--- config.mk ---
export PLATFORM = sky130hd
export DESIGN_NAME = seg_display_arbiter_flat
export DESIGN_NICKNAME = d
export VERILOG_FILES = /design/src/rtl/seg_display_arbiter_if.sv /design/src/rtl/seg_display_arbiter.sv /design/src/flat_wrapper.sv
export SDC_FILE = /design/constraint.sdc
export NUM_CORES = 1
export LEC_CHECK = 0
export ABC_AREA = 0
export CORE_AREA = 8 8 102 104
export CTS_CLUSTER_DIAMETER = 100
export DETAILED_ROUTE_END_ITERATION = 10
export DIE_AREA = 0 0 110 112
export PLACE_DENSITY = 0.74
export SYNTH_ARGS = -nofsm -noshare
export SYNTH_HDL_FRONTEND = slang
export SYNTH_SLANG_ARGS = --single-unit
export TNS_END_PERCENT = 30
--- constraint.sdc ---
create_clock -name clk -period 6.8 [get_ports clk]
set_clock_uncertainty 0.05 [all_clocks]
set_input_delay 1.02 -clock clk [delete_from_list [all_inputs] [get_ports clk]]
set_output_delay 1.02 -clock clk [all_outputs]
set_load 0.05 [all_outputs]
--- src/rtl/seg_display_arbiter_if.sv ---
// Request/grant bundle between the two display requesters and the arbiter.
// The master side raises requests and supplies values; the slave side returns grants.
interface seg_display_arbiter_if;
  logic        req0;
  logic [11:0] data0;
  logic        gnt0;
  logic        req1;
  logic [11:0] data1;
  logic        gnt1;

  modport master (
    output req0, data0, req1, data1,
    input  gnt0, gnt1
  );

  modport slave (
    input  req0, data0, req1, data1,
    output gnt0, gnt1
  );
endinterface

--- src/rtl/seg_display_arbiter.sv ---
// Shares a 3-digit multiplexed 7-segment display between two requesters with
// round-robin arbitration, bounded hold time and a forced blank gap between owners.
module seg_display_arbiter #(
  parameter int SCAN_PERIOD  = 65536,
  parameter int GHOST_CYCLES = 256,
  parameter int BLANK_CYCLES = 1024,
  parameter int MAX_HOLD     = 2**26
) (
  input  logic                 clk,
  input  logic                 reset,
  seg_display_arbiter_if.slave req_bus,
  output logic [2:0]           anodes,
  output logic [7:0]           cathodes
);

  localparam int SCAN_W  = (SCAN_PERIOD  > 1) ? $clog2(SCAN_PERIOD)  : 1;
  localparam int BLANK_W = (BLANK_CYCLES > 1) ? $clog2(BLANK_CYCLES) : 1;
  localparam int HOLD_W  = $clog2(MAX_HOLD + 1);

  localparam logic [SCAN_W-1:0]  SCAN_LAST  = SCAN_W'(SCAN_PERIOD - 1);
  localparam logic [SCAN_W-1:0]  GHOST_END  = SCAN_W'(GHOST_CYCLES);
  localparam logic [BLANK_W-1:0] BLANK_LAST = BLANK_W'(BLANK_CYCLES - 1);
  localparam logic [HOLD_W-1:0]  HOLD_MAX   = HOLD_W'(MAX_HOLD);

  localparam logic [2:0] ANODES_OFF   = 3'b111;
  localparam logic [7:0] CATHODES_OFF = 8'hFF;

  typedef enum logic [1:0] {
    IDLE   = 2'd0,
    OWN0   = 2'd1,
    OWN1   = 2'd2,
    SWITCH = 2'd3
  } state_t;

  state_t             state_q, state_d;
  logic               last_q, last_d;      // 1: requester 1 was granted most recently
  logic [HOLD_W-1:0]  hold_q, hold_d, hold_inc;
  logic [BLANK_W-1:0] blank_q, blank_d;
  logic [SCAN_W-1:0]  scan_q, scan_d;
  logic [1:0]         digit_q, digit_d;
  logic               scan_wrap;
  logic               gnt0_q, gnt1_q;
  logic [2:0]         anodes_q, anodes_d;
  logic [7:0]         cathodes_q, cathodes_d;
  logic [11:0]        value;
  logic [3:0]         nibble;
  logic               own_d;

  function automatic state_t arbitrate(input logic r0, input logic r1, input logic last);
    state_t s;
    s = IDLE;
    if (r0 && r1)  s = last ? OWN0 : OWN1;
    else if (r0)   s = OWN0;
    else if (r1)   s = OWN1;
    return s;
  endfunction

  function automatic logic [7:0] hex7(input logic [3:0] h);
    logic [7:0] seg;
    seg = CATHODES_OFF;
    case (h)
      4'h0: seg = 8'hC0;
      4'h1: seg = 8'hF9;
      4'h2: seg = 8'hA4;
      4'h3: seg = 8'hB0;
      4'h4: seg = 8'h99;
      4'h5: seg = 8'h92;
      4'h6: seg = 8'h82;
      4'h7: seg = 8'hF8;
      4'h8: seg = 8'h80;
      4'h9: seg = 8'h90;
      4'hA: seg = 8'h88;
      4'hB: seg = 8'h83;
      4'hC: seg = 8'hC6;
      4'hD: seg = 8'hA1;
      4'hE: seg = 8'h86;
      4'hF: seg = 8'h8E;
      default: seg = CATHODES_OFF;
    endcase
    return seg;
  endfunction

  // Free-running digit scan, independent of who owns the display.
  always_comb begin
    scan_wrap = (scan_q == SCAN_LAST);
    scan_d    = scan_wrap ? '0 : scan_q + 1'b1;
    digit_d   = digit_q;
    if (scan_wrap) digit_d = (digit_q == 2'd2) ? 2'd0 : digit_q + 2'd1;
  end

  // NOTE: every signal written here gets a default first so no path leaves it
  // unassigned; otherwise synthesis infers a latch to hold the old value.
  always_comb begin
    state_d  = state_q;
    last_d   = last_q;
    hold_d   = hold_q;
    blank_d  = blank_q;
    hold_inc = (hold_q == HOLD_MAX) ? hold_q : hold_q + 1'b1;

    unique case (state_q)
      IDLE: state_d = arbitrate(req_bus.req0, req_bus.req1, last_q);
      OWN0: begin
        hold_d = hold_inc;
        if (!req_bus.req0)                           state_d = SWITCH;
        else if (req_bus.req1 && hold_inc == HOLD_MAX) state_d = SWITCH;
      end
      OWN1: begin
        hold_d = hold_inc;
        if (!req_bus.req1)                           state_d = SWITCH;
        else if (req_bus.req0 && hold_inc == HOLD_MAX) state_d = SWITCH;
      end
      SWITCH: begin
        blank_d = blank_q + 1'b1;
        if (blank_q == BLANK_LAST) state_d = arbitrate(req_bus.req0, req_bus.req1, last_q);
      end
      default: state_d = IDLE;
    endcase

    // Entry actions: OWN is only ever entered from IDLE or SWITCH.
    if (state_d == SWITCH && state_q != SWITCH) blank_d = '0;
    if ((state_d == OWN0 || state_d == OWN1) && state_d != state_q) begin
      hold_d = '0;
      last_d = (state_d == OWN1);
    end
  end

  // Outputs are registered from next-cycle values so that anodes, cathodes and
  // grants always describe the same state and scan slot.
  always_comb begin
    own_d  = (state_d == OWN0) || (state_d == OWN1);
    value  = (state_d == OWN1) ? req_bus.data1 : req_bus.data0;
    nibble = value[3:0];
    case (digit_d)
      2'd1:    nibble = value[7:4];
      2'd2:    nibble = value[11:8];
      default: nibble = value[3:0];
    endcase

    anodes_d = ANODES_OFF;
    if (own_d && scan_d >= GHOST_END) begin
      case (digit_d)
        2'd1:    anodes_d = 3'b101;
        2'd2:    anodes_d = 3'b011;
        default: anodes_d = 3'b110;
      endcase
    end
    // The cathode register doubles as the display latch: owner data reaches
    // the segments one cycle after it is presented.
    cathodes_d = (anodes_d == ANODES_OFF) ? CATHODES_OFF : hex7(nibble);
  end

  // NOTE: sequential state uses non-blocking assignments so every flop samples
  // values from before the edge, independent of statement order.
  always_ff @(posedge clk or negedge reset) begin
    if (!reset) begin
      state_q    <= IDLE;
      last_q     <= 1'b1;
      hold_q     <= '0;
      blank_q    <= '0;
      scan_q     <= '0;
      digit_q    <= 2'd0;
      gnt0_q     <= 1'b0;
      gnt1_q     <= 1'b0;
      anodes_q   <= ANODES_OFF;
      cathodes_q <= CATHODES_OFF;
    end else begin
      state_q    <= state_d;
      last_q     <= last_d;
      hold_q     <= hold_d;
      blank_q    <= blank_d;
      scan_q     <= scan_d;
      digit_q    <= digit_d;
      gnt0_q     <= (state_d == OWN0);
      gnt1_q     <= (state_d == OWN1);
      anodes_q   <= anodes_d;
      cathodes_q <= cathodes_d;
    end
  end

  assign req_bus.gnt0 = gnt0_q;
  assign req_bus.gnt1 = gnt1_q;
  assign anodes       = anodes_q;
  assign cathodes     = cathodes_q;

endmodule

--- src/flat_wrapper.sv ---
// flat-port wrapper written by rule: the top's interface ports become plain ports
module seg_display_arbiter_flat 
#(
  parameter int SCAN_PERIOD  = 65536,
  parameter int GHOST_CYCLES = 256,
  parameter int BLANK_CYCLES = 1024,
  parameter int MAX_HOLD     = 2**26
)
  (clk, reset, anodes, cathodes, req_bus_req0, req_bus_data0, req_bus_req1, req_bus_data1, req_bus_gnt0, req_bus_gnt1);
  seg_display_arbiter_if req_bus_i ();
  input  logic clk;
  input  logic reset;
  output logic [2:0] anodes;
  output logic [7:0] cathodes;
  input wire logic [$bits(req_bus_i.req0)-1:0] req_bus_req0;
  input wire logic [$bits(req_bus_i.data0)-1:0] req_bus_data0;
  input wire logic [$bits(req_bus_i.req1)-1:0] req_bus_req1;
  input wire logic [$bits(req_bus_i.data1)-1:0] req_bus_data1;
  output wire logic [$bits(req_bus_i.gnt0)-1:0] req_bus_gnt0;
  output wire logic [$bits(req_bus_i.gnt1)-1:0] req_bus_gnt1;
  assign req_bus_i.req0 = req_bus_req0;
  assign req_bus_i.data0 = req_bus_data0;
  assign req_bus_i.req1 = req_bus_req1;
  assign req_bus_i.data1 = req_bus_data1;
  assign req_bus_gnt0 = req_bus_i.gnt0;
  assign req_bus_gnt1 = req_bus_i.gnt1;
  seg_display_arbiter #(.SCAN_PERIOD(SCAN_PERIOD), .GHOST_CYCLES(GHOST_CYCLES), .BLANK_CYCLES(BLANK_CYCLES), .MAX_HOLD(MAX_HOLD)) u_core (.clk(clk), .reset(reset), .req_bus(req_bus_i), .anodes(anodes), .cathodes(cathodes));
endmodule
# [Yosys cells after proc, flatten, opt, wreduce, memory -nomap -nowiden]
# Memory sizes are Yosys's and may differ from the RTL's.
# Cells that the tools add are included.
[word_totals] register_bits=71 mem_bits_ro=112 in_bits=28 n_memories=1
[classes] addsub=4 order_cmp=1 n_eq_ne=16 n_mux=23 reduce_logical=11
[memory_table] memory="(no name shown)" depth=16 word_bits=7 rd=1 rd_clocked_by_memory_dff=0 write_ports=0 line_no="seg_display_arbiter.sv:61" text="case (h)"
[ops] op="$mux W27" count=3
[ops] op="$eq A27 B27 Y1 const B" count=2
[ops] op="$add A27 B1 Y27 const B" count=1
[ops] op="$mux W2" count=11
[ops] op="$mux W10" count=2
[ops] op="$add A16 B1 Y16 const B" count=1
[ops] op="$eq A16 B16 Y1 const B" count=1
[ops] op="$ge A16 B9 Y1 const B" count=1
[ops] op="$mux W16" count=1
[ops] op="$eq A2 B2 Y1 const B" count=6
[ops] op="$mux W12" count=1
[ops] op="$add A10 B1 Y10 const B" count=1
[ops] op="$eq A10 B10 Y1 const B" count=1
[ops] op="$mux W8" count=1
[ops] op="$pmux W2 S4" count=1
[ops] op="$pmux W4 S2" count=1
[ops] op="$eq A2 B1 Y1 const B" count=3
[ops] op="$logic_and A1 B1 Y1" count=6
[ops] op="$pmux W3 S2" count=1
[ops] op="$reduce_bool A2 Y1" count=2
[ops] op="$eq A3 B3 Y1 const B" count=1
[ops] op="$mux W3" count=1
[ops] op="$add A2 B1 Y2 const B" count=1
[ops] op="$logic_not A2 Y1" count=1
[ops] op="4 further kinds" count=4

# [Logic depth before layout (Yosys ltp)]
[depth] word_depth=13 depth_mapped=21 ltp_nobuf=18

# [Least setup slack after synthesis]
# OpenSTA, ideal clock, no wires.
[synth_timing] kind="flip-flop to flip-flop" startpoint="register u_core.hold_q[0]" endpoint="register u_core.cathodes_q[3] (netlist: u_core.cathodes[3])" setup_time_ns=0.090 arrival_ns=4.829 required_time_ns=6.660 slack_ns=1.832 path_stages_with_launch=22 path_buffers=3 cell_sequence="dfrtp_1 ha_1 clkbuf_1 nand3_1 or3_1 clkbuf_2 o31a_1 a211oi_1 nand2b_1 nor4_1 nand2_1 a31oi_1 ha_1 buf_1 mux2_2 a221oi_1 a21oi_1 inv_1 ha_1 inv_1 mux4_2 nand2b_1"
[synth_between] elab_chain_len=13
[synth_rtl] element="start: declaration" line_no="seg_display_arbiter.sv:37" text="logic [HOLD_W-1:0] hold_q, hold_d, hold_inc;"
[synth_rtl] element="start signal: assignment" line_no="seg_display_arbiter.sv:169" text="hold_q <= hold_d;"
[synth_rtl] element="$add A27 B1 Y27 or $eq A27 B27 Y1 (tied branches)" line_no="seg_display_arbiter.sv:98" text="hold_inc = (hold_q == HOLD_MAX) ? hold_q : hold_q + 1'b1;"
[synth_rtl] element="$mux W27 (*)" line_no="seg_display_arbiter.sv:98"
[synth_rtl] element="$eq A27 B27 Y1 (*)" line_no="seg_display_arbiter.sv:105, seg_display_arbiter.sv:110"
[synth_rtl] element="$logic_and A1 B1 Y1, on equally long branches" line_no="seg_display_arbiter.sv:110, seg_display_arbiter.sv:105"
[synth_rtl] element="$mux W2, on equally long branches" line_no="seg_display_arbiter.sv:110, seg_display_arbiter.sv:105"
[synth_rtl] element="$mux W2, on equally long branches" line_no="seg_display_arbiter.sv:109, seg_display_arbiter.sv:104"
[synth_rtl] element="$pmux W2 S4 (*)" line_no="seg_display_arbiter.sv:100" text="unique case (state_q)"
[synth_rtl] element="via u_core.state_d[1]" line_no="seg_display_arbiter.sv:35" text="state_t state_q, state_d;"
[synth_rtl] element="parallel branches: the longest is 5 deep, another holds $mem_v2 Z16 W7"
[synth_rtl] element="$mux W8 (*)" line_no="seg_display_arbiter.sv:149" text="cathodes_d = (anodes_d == ANODES_OFF) ? CATHODES_OFF : hex7(nibble);"
[synth_rtl] element="via u_core.cathodes_d[3]" line_no="seg_display_arbiter.sv:44" text="logic [7:0] cathodes_q, cathodes_d;"
[synth_rtl] element="end signal: assignment" line_no="seg_display_arbiter.sv:176" text="cathodes_q <= cathodes_d;"
[synth_rtl] element="end: declaration" line_no="seg_display_arbiter.sv:44"
# Mark *: on every way through the listed nets, which the timed path passes.
# A chain may end at the register's enable or synchronous reset.

# [Worst setup path after layout]
# Ends and elaborated chain as after synthesis.

==> out/metrics.csv <==
metric,value,unit
worst slack at placement,1.428,ns
Vias,3986,
gr ovfl total,0,
total track usage,0.1812,
net count after synthesis,581,
"Design Area, Final",5303,sq um
Worst Path Max Fanout,14,
H-tree depth,3,
Die Span Y,112,microns
mean area per synthesized cell,8.902,sq um
"Cell Area, Synth",4727,sq um
post-synth top area share,0.3123,
Min-Delay Path Class,reg -> reg,
Clock Power Share,0.205,
peak supply drop,239.5,uV
Final Max Tran Viols,0,
Setup TNS Final,0,ns
WHS,0.4480,ns
Root Buffer,clkbuf_8,
die area,12320,sq um
"FF+latch count, synth",70,
WP data arrival,5.60,ns
global-route wire length before repair,18020,microns
Clock transition at path regs,0.09,ns
main area contributors after synthesis,"dfrtp_1 (31%), dfstp_2 (6.1%), ha_1 (5.8%)",
Finished Layout Cells,667,
kind of critical path,reg -> reg,
area of the multi-input gates,2740,sq um
Core ar.,8890,sq um
yosys warns,0,
overall die width,110,microns
status,completed,
"Distinct cells, synth",71,
nets,601,
Critical Path Start Type,register,
Setup crit end kind,register,
final setup margin,1.428,ns
routed length per instance,16.26,microns
internal power consumption,909.4,uW
Sink Count,70,
drt total wl,10840,microns
# hold bufs at CTS,0,
Max Fclk,186.2,MHz
CTS buffer count,9,
dpl hpwl,8008,microns
CTS tree,built,
number of global-route vias before repair,3853,
Post-CTS Setup Inserts,0,
RSZ-0062 raised after global routing,no,
Starting DRT DRC Count,251,
PwrDens,307.5,nW/um^2
n_diodes,0,
Max Cap Viol,0,
Syn Inst Count,531,
setup violators final,0,
placed cells,651,
initial antenna violation count,0,
Final Hold Fails,0,
DRT antenna net count,0,
post-cts resize count,0,
Sw Ratio,0.4423,
FF+latch area,1765,sq um
WP data required,7.03,ns
Initial Util,0.5317,
Longest Clk Path Bufs,2,
DR DRC count,0,
I/O pin total,41,
main flop type after synthesis,dfrtp_1,
post-synth top area cell,dfrtp_1,
Rel. slew slack,0.2845,
Worst-Margin Slew,1.073,ns
most common cell in the synthesized netlist,nor2_1,
Final Critical Period,5.372,ns
sequential-to-total area share from yosys stat,0.3735,
flop-to-flop setup slack,1.43,ns
area delta synth->final,12.18,%
"EDFF count, synth",0,
layout cells sized above 1,0.09173,
top cells by instance count after synthesis,"nor2_1 (60), dfrtp_1 (59), nand2_1 (38), nand3_1 (33), o21ai_0 (27)",
sequential share of power,0.313,
ys async rst share,1.000,
fin crit share,0.7900,
Worst-Skew Late Latency,0.36,ns
PortBufs,39,
placed standard-cell area,5109,sq um
Comb pwr share,0.482,
Placer Congestion,0.9254,
largest net degree at the start of global routing,71,
P_sw,721.1,uW
drt first pass iters,5,
fill cell count,796,
DR vias/cell,5.976,
Rows,35,
Pleak,0.002240,uW
## power by group through the flow
stage | Sequential [uW] | Clock, uW | Combinational, uW
global route | 518 | 365 | 864
floorplan | 515 | 0 | 660
detailed placement | 517 | 0 | 789
CTS | 509 | 345 | 794
global placement | 514 | 0 | 768
finish | 510 | 334 | 787
## per-layer routing
| layer | GRT usage | wire length, microns | vias up |
|---|---|---|---|
| met5 | 0 | 0 | - |
| met4 | 0.05946 | 212 | 0 |
| met3 | 0.07106 | 821 | 16 |
| met2 | 0.2859 | 5112 | 151 |
| met1 | 0.2181 | 4697 | 1872 |
| li1 | - | - | 1947 |
## placed cells by master (no fill, tap or decap), drive strengths merged, types with 11 or more instances in the layout
cell type      instances
nor2                  60
dfstp                 11
nand2                 38
inv                   22
nand4                 16
nand3                 34
nor3                  14
xnor2                 21
a21oi                 17
xor2                  24
o21ai                 27
clkdlybuf4s50         38
ha                    22
dfrtp                 59
and3                  14
## final cells by class
class | instances | share of cell area
inverter | 17 | 0.01203
multi-input combinational | 412 | 0.5168
clock inverter | 7 | 0.01321
timing repair buffer | 41 | 0.07551
sequential | 70 | 0.3329
tap | 111 | 0.02619
clock buffer | 9 | 0.02336
## sequential cells by signal, summed over array words and instances (netlist names)
register and flops:
u_core.anodes 3, u_core.hold_q 27, u_core.req_bus.gnt0 1, u_core.scan_q 16, u_core.digit_q 2, u_core.req_bus.gnt1 1
u_core.cathodes 7, u_core.last_q 1, u_core.state_q 2, u_core.blank_q 10
## worst max-delay path: stages (launching register included)
cell	delay, ns
dfrtp_1	0.45
ha_1	0.34
nand3_1	0.17
or3_1	0.43
o31a_1	0.30
a211oi_1	0.19
nand2b_1	0.08
nor4_1	0.40
nand2_1	0.13
a31oi_1	0.31
ha_1	0.61
mux2_2	0.41
a221oi_1	0.30
a21oi_1	0.16
inv_1	0.17
ha_1	0.17
inv_1	0.04
mux4_2	0.43
nand2b_1	0.15
## path summary, 6_finish.rpt
path                                   start                 end  depth (start not counted)
setup / recovery            u_core.hold_q[0]  u_core.cathodes[3]                         18
hold / removal             u_core.blank_q[9]   u_core.blank_q[9]                          1
setup reg to reg            u_core.hold_q[0]  u_core.cathodes[3]                         18
hold reg to reg            u_core.blank_q[9]   u_core.blank_q[9]                          1
max in group asynchronous              reset   u_core.blank_q[9]                          2
min in group asynchronous              reset   u_core.hold_q[20]                          2
## stage by stage
step                      power [uW]  utilization
after global placement          1282       0.5747
final                           1630       0.5965
after global routing            1747       0.5965
after floorplan                 1175            -
after CTS                       1648       0.5965
after detailed placement        1305       0.5747
## cells by family after synthesis
logic type                 count (synthesis)  share of synthesized area
and+or+nand+nor                          229                     0.2546
AOI/OAI and AO/OA                         96                     0.1371
DFF                                       70                     0.3735
buffers and inverters                     49                    0.04685
xor gates and xnor gates                  45                    0.08338
adders and majority gates                 22                    0.05823
muxes                                     19                    0.04553
other                                      1                  0.0007933
No activity file was read; power rests on OpenSTA's default activity.
